===== config.mk =====
export PLATFORM = sky130hd
export DESIGN_NAME = lfsr_seq_ctrl_flat
export DESIGN_NICKNAME = d
export VERILOG_FILES = /design/src/rtl/lfsr_seq_ctrl_if.sv /design/src/rtl/lfsr_seq_ctrl.sv /design/src/flat_wrapper.sv
export SDC_FILE = /design/constraint.sdc
export NUM_CORES = 1
export LEC_CHECK = 0
export ABC_AREA = 1
export CORE_MARGIN = 2
export CORE_UTILIZATION = 60
export DETAILED_ROUTE_END_ITERATION = 8
export DONT_BUFFER_PORTS = 1
export GPL_TIMING_DRIVEN = 1
export PLACE_DENSITY = 0.76
export SLEW_MARGIN = 20
export SYNTH_ARGS = -nofsm -noshare
export SYNTH_HDL_FRONTEND = slang
export SYNTH_SLANG_ARGS = --single-unit

===== constraint.sdc =====
create_clock -name clk -period 2.37 [get_ports clk]
set_clock_uncertainty 0.05 [all_clocks]
set_input_delay 0.1185 -clock clk [delete_from_list [all_inputs] [get_ports clk]]
set_output_delay 0.1185 -clock clk [all_outputs]
set_load 0.02 [all_outputs]

===== src/rtl/lfsr_seq_ctrl_if.sv =====
// rtl/lfsr_seq_ctrl_if.sv - control request/status and bit-stream signals of the LFSR sequencer
interface lfsr_seq_ctrl_if #(
  parameter int LENGTH = 8,
  parameter int CNT_W  = 16
);
  logic              start;
  logic              abort;
  logic [LENGTH-1:0] seed;
  logic [CNT_W-1:0]  num_bits;
  logic              out_bit;
  logic              out_valid;
  logic              busy;
  logic              done;
  logic              seed_fixed;

  modport master (
    output start, abort, seed, num_bits,
    input  out_bit, out_valid, busy, done, seed_fixed
  );

  modport slave (
    input  start, abort, seed, num_bits,
    output out_bit, out_valid, busy, done, seed_fixed
  );
endinterface


===== src/rtl/lfsr_seq_ctrl.sv =====
// rtl/lfsr_seq_ctrl.sv - seeds a free-running shift register, closes Fibonacci feedback, streams its MSB
module lfsr_seq_ctrl #(
  parameter int                LENGTH = 8,
  parameter logic [LENGTH-1:0] TAPS   = 8'hB8,
  parameter int                CNT_W  = 16
) (
  input  logic              clk,
  input  logic              rst,
  lfsr_seq_ctrl_if.slave    ctl,
  input  logic [LENGTH-1:0] sr_state,
  output logic              sr_d
);

  typedef enum logic [1:0] {IDLE, LOAD, RUN, DONE} state_t;

  localparam logic [CNT_W-1:0] LOAD_LAST = CNT_W'(LENGTH - 1);
  localparam logic [CNT_W-1:0] ONE       = CNT_W'(1);

  state_t            state;
  logic [CNT_W-1:0]  counter;
  logic [CNT_W-1:0]  num_bits_reg;
  logic [LENGTH-1:0] seed_reg;
  logic              seed_fixed_reg;

  always_ff @(posedge clk or negedge rst) begin
    if (!rst) begin
      state          <= IDLE;
      counter        <= '0;
      num_bits_reg   <= '0;
      seed_reg       <= '0;
      seed_fixed_reg <= 1'b0;
    end else if (ctl.abort && state != IDLE) begin
      state   <= IDLE;
      counter <= '0;
    end else begin
      case (state)
        IDLE: begin
          if (ctl.start && !ctl.abort) begin
            state        <= LOAD;
            counter      <= '0;
            num_bits_reg <= ctl.num_bits;
            // an all-zero seed would lock the LFSR, so force the LSB
            if (ctl.seed == '0) begin
              seed_reg       <= {{(LENGTH-1){1'b0}}, 1'b1};
              seed_fixed_reg <= 1'b1;
            end else begin
              seed_reg       <= ctl.seed;
              seed_fixed_reg <= 1'b0;
            end
          end
        end
        LOAD: begin
          // rotate so the MSB tap always holds the next bit; LENGTH rotations restore the seed
          seed_reg <= {seed_reg[LENGTH-2:0], seed_reg[LENGTH-1]};
          if (counter == LOAD_LAST) begin
            counter <= '0;
            state   <= (num_bits_reg == '0) ? DONE : RUN;
          end else begin
            counter <= counter + ONE;
          end
        end
        RUN: begin
          if (counter == num_bits_reg - ONE) begin
            counter <= '0;
            state   <= DONE;
          end else begin
            counter <= counter + ONE;
          end
        end
        DONE: state <= IDLE;
        default: state <= IDLE;
      endcase
    end
  end

  always_comb begin
    sr_d = 1'b0;
    case (state)
      LOAD:    sr_d = seed_reg[LENGTH-1];
      RUN:     sr_d = ^(sr_state & TAPS);
      default: sr_d = 1'b0;
    endcase
  end

  assign ctl.busy       = (state != IDLE);
  assign ctl.out_valid  = (state == RUN);
  assign ctl.out_bit    = (state == RUN) & sr_state[LENGTH-1];
  assign ctl.done       = (state == DONE);
  assign ctl.seed_fixed = seed_fixed_reg;

endmodule


===== src/flat_wrapper.sv =====
// flat-port wrapper written by rule: the top's interface ports become plain ports
module lfsr_seq_ctrl_flat 
#(
  parameter int                LENGTH = 8,
  parameter logic [LENGTH-1:0] TAPS   = 8'hB8,
  parameter int                CNT_W  = 16
)
  (clk, rst, sr_state, sr_d, ctl_start, ctl_abort, ctl_seed, ctl_num_bits, ctl_out_bit, ctl_out_valid, ctl_busy, ctl_done, ctl_seed_fixed);
  lfsr_seq_ctrl_if #(.LENGTH(LENGTH), .CNT_W(CNT_W)) ctl_i ();
  input  logic clk;
  input  logic rst;
  input  logic [LENGTH-1:0] sr_state;
  output logic sr_d;
  input wire logic [$bits(ctl_i.start)-1:0] ctl_start;
  input wire logic [$bits(ctl_i.abort)-1:0] ctl_abort;
  input wire logic [$bits(ctl_i.seed)-1:0] ctl_seed;
  input wire logic [$bits(ctl_i.num_bits)-1:0] ctl_num_bits;
  output wire logic [$bits(ctl_i.out_bit)-1:0] ctl_out_bit;
  output wire logic [$bits(ctl_i.out_valid)-1:0] ctl_out_valid;
  output wire logic [$bits(ctl_i.busy)-1:0] ctl_busy;
  output wire logic [$bits(ctl_i.done)-1:0] ctl_done;
  output wire logic [$bits(ctl_i.seed_fixed)-1:0] ctl_seed_fixed;
  assign ctl_i.start = ctl_start;
  assign ctl_i.abort = ctl_abort;
  assign ctl_i.seed = ctl_seed;
  assign ctl_i.num_bits = ctl_num_bits;
  assign ctl_out_bit = ctl_i.out_bit;
  assign ctl_out_valid = ctl_i.out_valid;
  assign ctl_busy = ctl_i.busy;
  assign ctl_done = ctl_i.done;
  assign ctl_seed_fixed = ctl_i.seed_fixed;
  lfsr_seq_ctrl #(.LENGTH(LENGTH), .TAPS(TAPS), .CNT_W(CNT_W)) u_core (.clk(clk), .rst(rst), .ctl(ctl_i), .sr_state(sr_state), .sr_d(sr_d));
endmodule

==> run_results.csv, run 1 <==
group,metric,value,unit
status,status,"finished, final reports clean",
sta,worst_slew_pin_slew,0.545,ns
pwr,swShare,48.1,%
synthesis,syn_inst,404,
global_routing,grt_pass1_vias,2632,
final_layout,nets,479,
pwr,p_leak,1.59,nW
final_layout,n_antenna_cell,0,
clock_tree,clk_pin_slew,0.09,ns
die,die_w,73.6,um
routing,vias,2735,
synthesis,synth_top_area_share,37.0,%
synthesis,yosysWarnings,0,
placed_design,dp_hpwl,4.71,mm
setup_path,crit_top_cell,"nand2_1",
final_layout,area_growth,16.2,%
sta,period_minus_slack,2.21,ns
setup_path,path_class,"flip-flop to flip-flop",
die,die_h,73.6,um
synthesis,yosysMostFrequentCell,"nand2_1",
sta,tns,0,ns
global_routing,track_usage,27.8,%
routing,wl_per_cell,14.2,um
routing,drcViolationCount,0,
pwr,ir_drop,825,uV
die,start_util,62.0,%
setup_path,cp.required,2.53,ns
clock_tree,cts_buffers,5,
pwr,power_frac_seq,33.7,%
synthesis,synth-edff-count,0,
setup_path,cp_max_fo,5,
global_routing,grt_pass1_wl,11.7,mm
pwr,p_switching,0.00174,W
sta,fmax,453,MHz
die,core,0.00469,mm^2
pwr,intPower,0.00188,W
placed_design,io_buffers,0,
synthesis,ys_ff_latch,43,
synthesis,synthDistinctLibCells,32,
job,drv_cap,0,
routing,wl,6.96,mm
synthesis,yosys-top-cells-area,"dfrtp_1 37%, nand2_1 17%, inv_1 6.6%, nand3_1 5.2%, xor2_1 4.8%",
setup_path,crit_arrival,2.37,ns
global_routing,antenna_found_initial,0,
sta,grt_setup_unrepaired,"no",
routing,via_per_inst,5.57,
routing,drt_first_pass_iters,4,
sta,setup_violations,0,
pwr,power,0.00362,W
sta,relSlewSlack,63.2,%
die,num_rows,25,
synthesis,synth_largest_area_cell,"dfrtp_1",
setup_path,worstSetupEndpointType,"flip-flop",
clock_tree,cts_tree,"done",
synthesis,synthFlopType,"dfrtp_1",
synthesis,synthArstFlopShare,100,%
setup_path,crit_chain,"inv_1 > ha_1 > nand3_2 > inv_1 > nand3_1 > nand3_1 > nand2_1 > nor2_1 > nand3_1 > nand2_2 > nand2_4 > nand2_2 > nand2_1 > nand2_1 > nand2_1",
synthesis,ys_seq_area_share,37.0,%
synthesis,synth_common_cells,"130 x nand2_1, 51 x inv_1, 43 x dfrtp_1, 37 x nor2_1, 30 x nand3_1",
sta,timing.final.crit_share,93.2,%
sta,fin_ws,0.161,ns
clock_tree,cts_htree_levels,2,
routing,drt_iter0_markers,203,
synthesis,synth_area,0.00291,mm^2
global_routing,grt_max_degree,44,
final_layout,drive_above_1_share,9.84,%
clock_tree,clkSinkCount,43,
global_routing,grt_overflow,0,
pwr,combPwrFrac,52.0,%
clock_tree,clk_latency,0.30,ns
sta,slew_viol_final,0,
synthesis,syn_nets,447,
routing,ant_nets,0,
sta,holdWs,0.0685,ns
sta,hold_violations,0,
die,ios,42,
synthesis,avgSynthCellArea,7.20,um^2
clock_tree,clk_path_buf_depth,2,
clock_tree,cts-root-buf,"clkbuf_8",
pwr,cellPowerDensity,1070,mW/mm^2
setup_path,slowest_stage,"dfrtp_1",
placed_design,gp_congestion,0.929,
placed_design,dp_slack,0.215,ns
worst_hold_path,hp-class,"input pin to flip-flop",
die,design.die.area,0.00542,mm^2
pwr,pwr-share-clk,14.3,%
setup_path,cpPeakStageDelay,0.40,ns
setup_path,start_kind,"flip-flop",
per-layer routing:
| layer | global-route usage [%] | wire length, um | vias to the layer above |
|---|---|---|---|
| li1 | - | - | 1356 |
| met1 | 36.6 | 3130 | 1288 |
| met2 | 45.7 | 3390 | 81 |
| met3 | 6.31 | 328 | 10 |
| met4 | 7.88 | 113 | 0 |
| met5 | 0 | 0 | - |
layout make-up:
class	count	area, um^2
multi-input cells	301	1610
fillers	383	1310
flip-flops and latches	43	1080
repair buffers	33	330
inverters	52	195
clock buffers	6	82.6
well taps	54	67.6
clock inverters	2	16.3
power by group through the flow:
stage | Sequential (W) | Combinational [W] | Clock, W
final | 0.00122 | 0.00189 | 0.000518
after global routing | 0.00125 | 0.00214 | 0.000563
after CTS | 0.00122 | 0.00181 | 0.000518
after detailed placement | 0.00122 | 0.00175 | 0
after global placement | 0.00122 | 0.00170 | 0
after floorplan | 0.00115 | 0.00143 | 0
kinds of logic (layout without fill, tap and decap cells):
group | Yosys count | in the layout | share of synthesized area [%]
xor+xnor | 22 | 22 | 6.62
buf+inv | 60 | 93 | 8.39
compound gates | 46 | 46 | 11.3
flops | 43 | 43 | 37.0
fa+ha+maj | 7 | 7 | 3.01
simple gates | 226 | 226 | 33.7
metrics by stage:
step           utilization (%)  area (um^2)  cells
2_1_floorplan                -         2910    404
3_3_place_gp              63.4         2970    456
3_5_place_dp              63.4         2970    456
5_1_grt                   72.1         3380    491
6_report                  72.1         3380    491
4_1_cts                   71.2         3340    489
path summary, 6_finish.rpt:
path                                        start                     end  slack [ns]  cells past startpoint
setup / recovery           u_core.num_bits_reg[1]         u_core.state[0]        0.16                     15
hold / removal                        ctl_seed[0]   u_core.ctl.seed_fixed        0.07                      4
setup reg to reg           u_core.num_bits_reg[1]         u_core.state[0]        0.16                     15
hold reg to reg                u_core.seed_reg[0]      u_core.seed_reg[1]        0.50                      2
max in group asynchronous                     rst  u_core.num_bits_reg[7]        1.75                      2
min in group asynchronous                     rst       u_core.counter[9]        0.32                      2
placed cells by master (no fill, tap or decap), types with 2 or more instances in the layout:
master,netlist,final
a21oi_1,3,3
a31oi_1,8,8
buf_4,0,7
clkbuf_8,0,6
dfrtp_1,43,43
dlygate4sd3_1,0,25
ha_1,7,7
inv_1,51,51
nand2_1,130,128
nand2_2,3,4
nand3_1,30,30
nand3_2,2,2
nand3b_1,2,2
nand4_1,6,6
nor2_1,37,37
nor2_2,5,5
nor2_4,2,2
nor3_1,3,2
nor4_1,3,3
o21ai_0,18,18
o22ai_1,4,4
o22ai_2,10,10
xnor2_1,6,6
xor2_1,16,16
what timing repair did:
action | 4_1_cts | 5_1_grt
buffers inserted | 0 | 1
gates resized for setup | 0 | 5
endpoints found under the setup margin | 0 | 17
hold buffers | 25 | 1
endpoints found under the hold margin | 66 | 1
worst max-delay path, delay by kind of cell (launching register included):
family	cells	cell delay (ns)
and+or+nand+nor	12	1.16
DFF	1	0.40
buffers and inverters	2	0.28
adders and majority gates	1	0.24
Power figures use the tool's default switching activity.
==> run 2, diff against run 1 <==
Settings changed: CELL_PAD_IN_SITES_DETAIL_PLACEMENT set to 0, CELL_PAD_IN_SITES_GLOBAL_PLACEMENT set to 1, CORE_UTILIZATION 60 to 46, PLACE_DENSITY 0.76 to unset, PLACE_DENSITY_LB_ADDON set to 0.1.
==> run 2 against run 1 <==
  * Die area is 29% higher
  * Routed wire length is 0.43% lower
  * Sequential cell count stayed put
  * First-iteration DRC count is 33% lower
  * Maximum frequency is 1.4% higher
  * Sequential share of layout area is 0.20 points lower
  * Non-clock buffer count stayed put
  * Global-route usage is 7.1 points lower
  * Cell count is 4.3% higher
  * Register-to-register slack better by 0.03 ns
==> run_results.csv, run 2 (synthesis gave the netlist of run 1 again) <==
group,metric,value,unit
die,ios,42,
pwr,cellPowerDensity,1060,mW/mm^2
setup_path,cp_max_fo,15,
setup_path,start_kind,"flip-flop",
status,status,"finished, final reports clean",
final_layout,drive_above_1_share,9.61,%
routing,drt_first_pass_iters,4,
sta,worst_slew_pin_slew,0.694,ns
setup_path,crit_chain,"inv_1 > ha_1 > nand2_1 > o31ai_1 > nor3_1 > nand2_8 > o22ai_1",
routing,via_per_inst,5.07,
pwr,ir_drop,619,uV
die,start_util,48.3,%
pwr,power_frac_seq,33.8,%
placed_design,dp_hpwl,5.06,mm
clock_tree,clk_pin_slew,0.09,ns
final_layout,final_util,56.5,%
setup_path,crit_buf_inv,1,
sta,fmax,459,MHz
routing,drt_iter0_markers,137,
sta,slew_viol_final,0,
routing,drcViolationCount,0,
sta,period_minus_slack,2.18,ns
clock_tree,cts_tree,"done",
routing,wl,6.93,mm
die,die_h,83.5,um
die,die_w,83.5,um
pwr,combPwrFrac,53.3,%
setup_path,slowest_stage,"nor3_1",
setup_path,path_delay_family,"simple AND/OR/NAND/NOR gates",
routing,vias,2597,
global_routing,grt_max_degree,44,
final_layout,final_cell_mix,"129 x nand2_1, 50 x inv_1, 43 x dfrtp_1, 36 x nor2_1, 30 x nand3_1",
sta,hold_violations,0,
placed_design,gp_congestion,0.851,
setup_path,cpPeakStageDelay,0.56,ns
clock_tree,cts-root-buf,"clkbuf_8",
setup_path,path_class,"flip-flop to flip-flop",
setup_path,cp.required,2.54,ns
worst_hold_path,hp-class,"input pin to flip-flop",
sta,relSlewSlack,53.4,%
final_layout,n_antenna_cell,0,
pwr,intPower,0.00187,W
pwr,pwr-share-clk,12.9,%
final_layout,area_growth,16.9,%
setup_path,crit_arrival,2.35,ns
sta,timing.final.crit_share,91.9,%
clock_tree,cts_buffers,5,
die,design.die.area,0.00698,mm^2
global_routing,grt_pass1_wl,11.7,mm
setup_path,worstSetupEndpointType,"flip-flop",
clock_tree,clk_path_buf_depth,2,
sta,setup_violations,0,
final_layout,nets,479,
die,num_rows,28,
die,core,0.00603,mm^2
final_layout,final_common_cell,"nand2_1",
clock_tree,clkSinkCount,43,
pwr,swShare,48.0,%
clock_tree,cts_htree_levels,2,
global_routing,antenna_found_initial,0,
routing,ant_nets,0,
clock_tree,clk_latency,0.30,ns
global_routing,grt_pass1_vias,2539,
pwr,p_leak,1.59,nW
job,drv_cap,0,
placed_design,place_area,0.00299,mm^2
routing,wl_per_cell,13.5,um
pwr,p_switching,0.00173,W
placed_design,io_buffers,0,
global_routing,grt_overflow,0,
final_layout,final_area,0.00340,mm^2
global_routing,track_usage,20.7,%
run 2: cell count changes in the layout (fill, tap and decap cells not counted), sizes merged:
cell      previous run  this run
clkinvlp             1         0
clkbuf               6         7
run 2: metrics by stage:
step                      setup TNS, ns  hold slack [ns]  std cells  power (W)  setup slack (ns)
after floorplan                       0           -0.227        404    0.00258             0.420
after global placement                0           -0.226        476    0.00297             0.140
after detailed placement              0           -0.226        476    0.00300             0.122
after CTS                             0           0.0560        510    0.00353             0.117
after global routing            -0.0231            0.113        512    0.00397           -0.0141
final                                 0           0.0802        512    0.00360             0.191
run 2: area by class of cell:
type                            instances  area, um^2
Clock inverter                          1        5.00
Fill cell                             602        2620
Tap cell                               75        93.8
Multi-Input combinational cell        301        1630
Inverter                               52         195
Timing Repair Buffer                   33         330
Sequential cell                        43        1080
Clock buffer                            7        76.3
run 2: layer usage:
layer	wire (um)	vias up	share of wire (%)	GRT usage, %
met4	70	0	1.0	4.69
met3	168	6	2.4	3.26
met5	0	-	0	0
met1	3320	1200	48	26.9
met2	3370	38	49	36.3
li1	-	1353	-	-
run 2: final timing paths:
kind	startpoint	to	slack [ns]	depth (start not counted)
max	u_core.state[0]	u_core.counter[13]	0.19	7
min	ctl_abort	u_core.state[1]	0.08	4
max reg2reg	u_core.state[0]	u_core.counter[13]	0.19	7
min reg2reg	u_core.state[1]	u_core.state[1]	0.48	2
max in group asynchronous	rst	u_core.num_bits_reg[10]	1.76	2
min in group asynchronous	rst	u_core.counter[5]	0.31	2
run 2: tightest hold or removal path, cell delays in order:
cell and delay [ns]:
inv_1 0.07, nand2_4 0.08, nand3_1 0.06, nand2_1 0.06
run 2: repair_timing:
| action | CTS | global route |
|---|---|---|
| hold buffers | 26 | 0 |
| setup endpoints to repair | 0 | 17 |
| buffers inserted | 0 | 2 |
| resized for setup | 0 | 8 |
| hold endpoints to repair | 67 | 0 |
run 2: power by group through the flow:
| stage | logic, W | registers, W | clock network, W |
|---|---|---|---|
| finish | 0.00192 | 0.00122 | 0.000465 |
| global route | 0.00221 | 0.00126 | 0.000508 |
| CTS | 0.00182 | 0.00122 | 0.000481 |
| detailed placement | 0.00177 | 0.00123 | 0 |
| global placement | 0.00175 | 0.00122 | 0 |
| floorplan | 0.00143 | 0.00115 | 0 |
==> run 3, diff against run 2 <==
Settings changed: ABC_AREA 1 to unset, CORE_UTILIZATION 46 to 48, PLACE_DENSITY_LB_ADDON 0.1 to 0.3, RECOVER_POWER set to 50.
==> run 3 against run 2 <==
  * The flow now finishes with violations (setup timing)
  * Utilization grew 14 points
  * Routed wire length grew 12%
  * Maximum frequency shrank 25%
  * Clock power grew 15%
  * Largest cell class unchanged
  * Highest routed layer unchanged
==> run_results.csv, run 3 <==
group,metric,value,unit
pwr,p_leak,1.65,nW
job,drv_cap,0,
die,num_rows,27,
sta,hold_violations,0,
final_layout,drive_above_1_share,33.0,%
placed_design,dp_cells,431,
clock_tree,clk_pin_slew,0.09,ns
worst_hold_path,hp-class,"input pin to flip-flop",
sta,fin_ws,-0.553,ns
synthesis,synth_area,0.00280,mm^2
routing,drt_iter0_markers,159,
synthesis,synthArstFlopShare,100,%
die,die_h,80.3,um
setup_path,path_class,"flip-flop to flip-flop",
final_layout,stdcell_count,472,
placed_design,place_area,0.00340,mm^2
global_routing,antenna_found_initial,0,
sta,fmax,342,MHz
final_layout,fillCellCount,406,
global_routing,grt_pass1_wl,12.6,mm
routing,via_per_inst,5.56,
clock_tree,cts_tree,"done",
synthesis,synth_common_cells,"43 x dfrtp_1, 27 x a21oi_1, 20 x o21ai_0, 19 x inv_1, 18 x nor2_1",
sta,worst_slew_pin_slew,1.10,ns
setup_path,cp.required,2.51,ns
global_routing,grt_overflow,0,
die,die_w,80.3,um
setup_path,worstSetupEndpointType,"flip-flop",
clock_tree,clk_path_buf_depth,2,
routing,drt_first_pass_iters,4,
routing,vias,2626,
sta,relSlewSlack,26.5,%
final_layout,nets,442,
global_routing,grt_max_degree,44,
synthesis,yosysMostFrequentCell,"dfrtp_1",
placed_design,gp_congestion,0.881,
final_layout,n_antenna_cell,0,
synthesis,synthDistinctLibCells,49,
synthesis,yosysWarnings,0,
setup_path,crit_arrival,3.06,ns
clock_tree,clkSinkCount,43,
final_layout,area_growth,41.2,%
routing,ant_nets,0,
clock_tree,cts_htree_levels,2,
final_layout,final_area,0.00395,mm^2
status,status,"complete, but fails checks",
status,violations,"setup timing",
global_routing,grt_pass1_vias,2651,
synthesis,synthFlopType,"dfrtp_1",
routing,drcViolationCount,0,
placed_design,io_buffers,0,
synthesis,yosys-top-cells-area,"dfrtp_1 38%, mux2_2 6.8%, xnor2_1 5.3%, a21oi_1 4.8%, o21ai_0 3.6%",
setup_path,cp_max_fo,6,
placed_design,dp_hpwl,5.23,mm
global_routing,track_usage,25.0,%
synthesis,synth_largest_area_cell,"dfrtp_1",
synthesis,syn_inst,304,
synthesis,synth_top_area_share,38.5,%
routing,wl_per_cell,16.5,um
setup_path,start_kind,"flip-flop",
sta,timing.final.crit_share,123,%
synthesis,avgSynthCellArea,9.19,um^2
sta,setup_violations,18,
sta,tns,-8.65,ns
sta,period_minus_slack,2.92,ns
final_layout,final_cell_mix,"70 x buf_4, 43 x dfrtp_1, 25 x a21oi_1, 25 x dlygate4sd3_1, 19 x inv_1",
synthesis,syn_nets,347,
final_layout,final_common_cell,"buf_4",
die,ios,42,
pwr,ir_drop,634,uV
die,core,0.00557,mm^2
clock_tree,cts_buffers,5,
pwr,cellPowerDensity,1040,mW/mm^2
setup_path,ff2ff_setup_slack,-0.55,ns
synthesis,ys_seq_area_share,38.5,%
sta,grt_setup_unrepaired,"yes",
sta,holdWs,0.0142,ns
synthesis,ys_ff_latch,43,
routing,wl,7.78,mm
sta,slew_viol_final,0,
synthesis,synth-edff-count,0,
clock_tree,clk_latency,0.30,ns
die,start_util,50.1,%
clock_tree,cts-root-buf,"clkbuf_8",
die,design.die.area,0.00645,mm^2
==> run 3: stage by stage <==
step                util (%)  power (W)  setup WS (ns)
CTS                     69.7    0.00396         -0.480
global placement        61.0    0.00321         -0.508
floorplan                  -    0.00250         -0.461
finish                  70.8    0.00412         -0.553
global route            70.8    0.00441         -0.641
detailed placement      61.0    0.00327         -0.541
==> run 3: final timing paths <==
| path | start | end | depth (start not counted) |
|---|---|---|---|
| worst max-delay path | u_core.num_bits_reg[5] | u_core.counter[8] | 11 |
| min in group asynchronous | rst | u_core.num_bits_reg[12] | 2 |
| max in group asynchronous | rst | u_core.seed_reg[1] | 2 |
| worst max register to register | u_core.num_bits_reg[5] | u_core.counter[8] | 11 |
| worst min-delay path | ctl_seed[7] | u_core.seed_reg[7] | 2 |
| worst min register to register | u_core.seed_reg[3] | u_core.seed_reg[3] | 2 |
==> run 3: power breakdown <==
part           switching (W)  internal, W  total [W]
Sequential          0.000192     0.000961    0.00115
Combinational        0.00123      0.00121    0.00243
Clock               0.000269     0.000266   0.000534
Total                0.00169      0.00243    0.00412
==> run 3: layout make-up <==
type | instances | area (um^2) | area share, %
Clock inverter | 1 | 7.51 | 0.190
Timing Repair Buffer | 100 | 848 | 21.5
Inverter | 19 | 71.3 | 1.81
Clock buffer | 7 | 96.3 | 2.44
Multi-Input combinational cell | 230 | 1760 | 44.5
Sequential cell | 43 | 1080 | 27.3
Tap cell | 72 | 90.1 | 2.28
==> run 3: routing by layer <==
metal  share of wire (%)  track usage (%)  wire length (um)
met5                   0                0                 0
met4                 1.4             5.59               108
met1                  44             33.4              3450
met2                  51             42.6              3930
met3                 3.8             3.93               297
==> run 3: kinds of logic after synthesis <==
family,share of synthesized area (%)
compound gates,14.1
xor+xnor,7.83
fa+ha+maj,3.13
buf+inv,4.74
flops,38.5
mux,10.1
simple gates,21.7
==> run 3: what timing repair did <==
action | in CTS | in global routing
gates cloned | 0 | 2
gates resized for setup | 17 | 9
hold endpoints to repair | 65 | 0
pin swaps | 3 | 5
hold buffers | 26 | 0
buffers inserted | 3 | 2
endpoints found under the setup margin | 18 | 18
==> run 3: critical path: stages, from the launching register on <==
cell       delay [ns]
dfrtp_1          0.38
or4_4            0.60
nor4_1           0.26
a31o_2           0.21
a21oi_1          0.04
buf_4            0.14
a2111oi_4        0.41
buf_4            0.21
a211oi_4         0.08
clkbuf_16        0.21
a21oi_1          0.12
o21ai_0          0.09
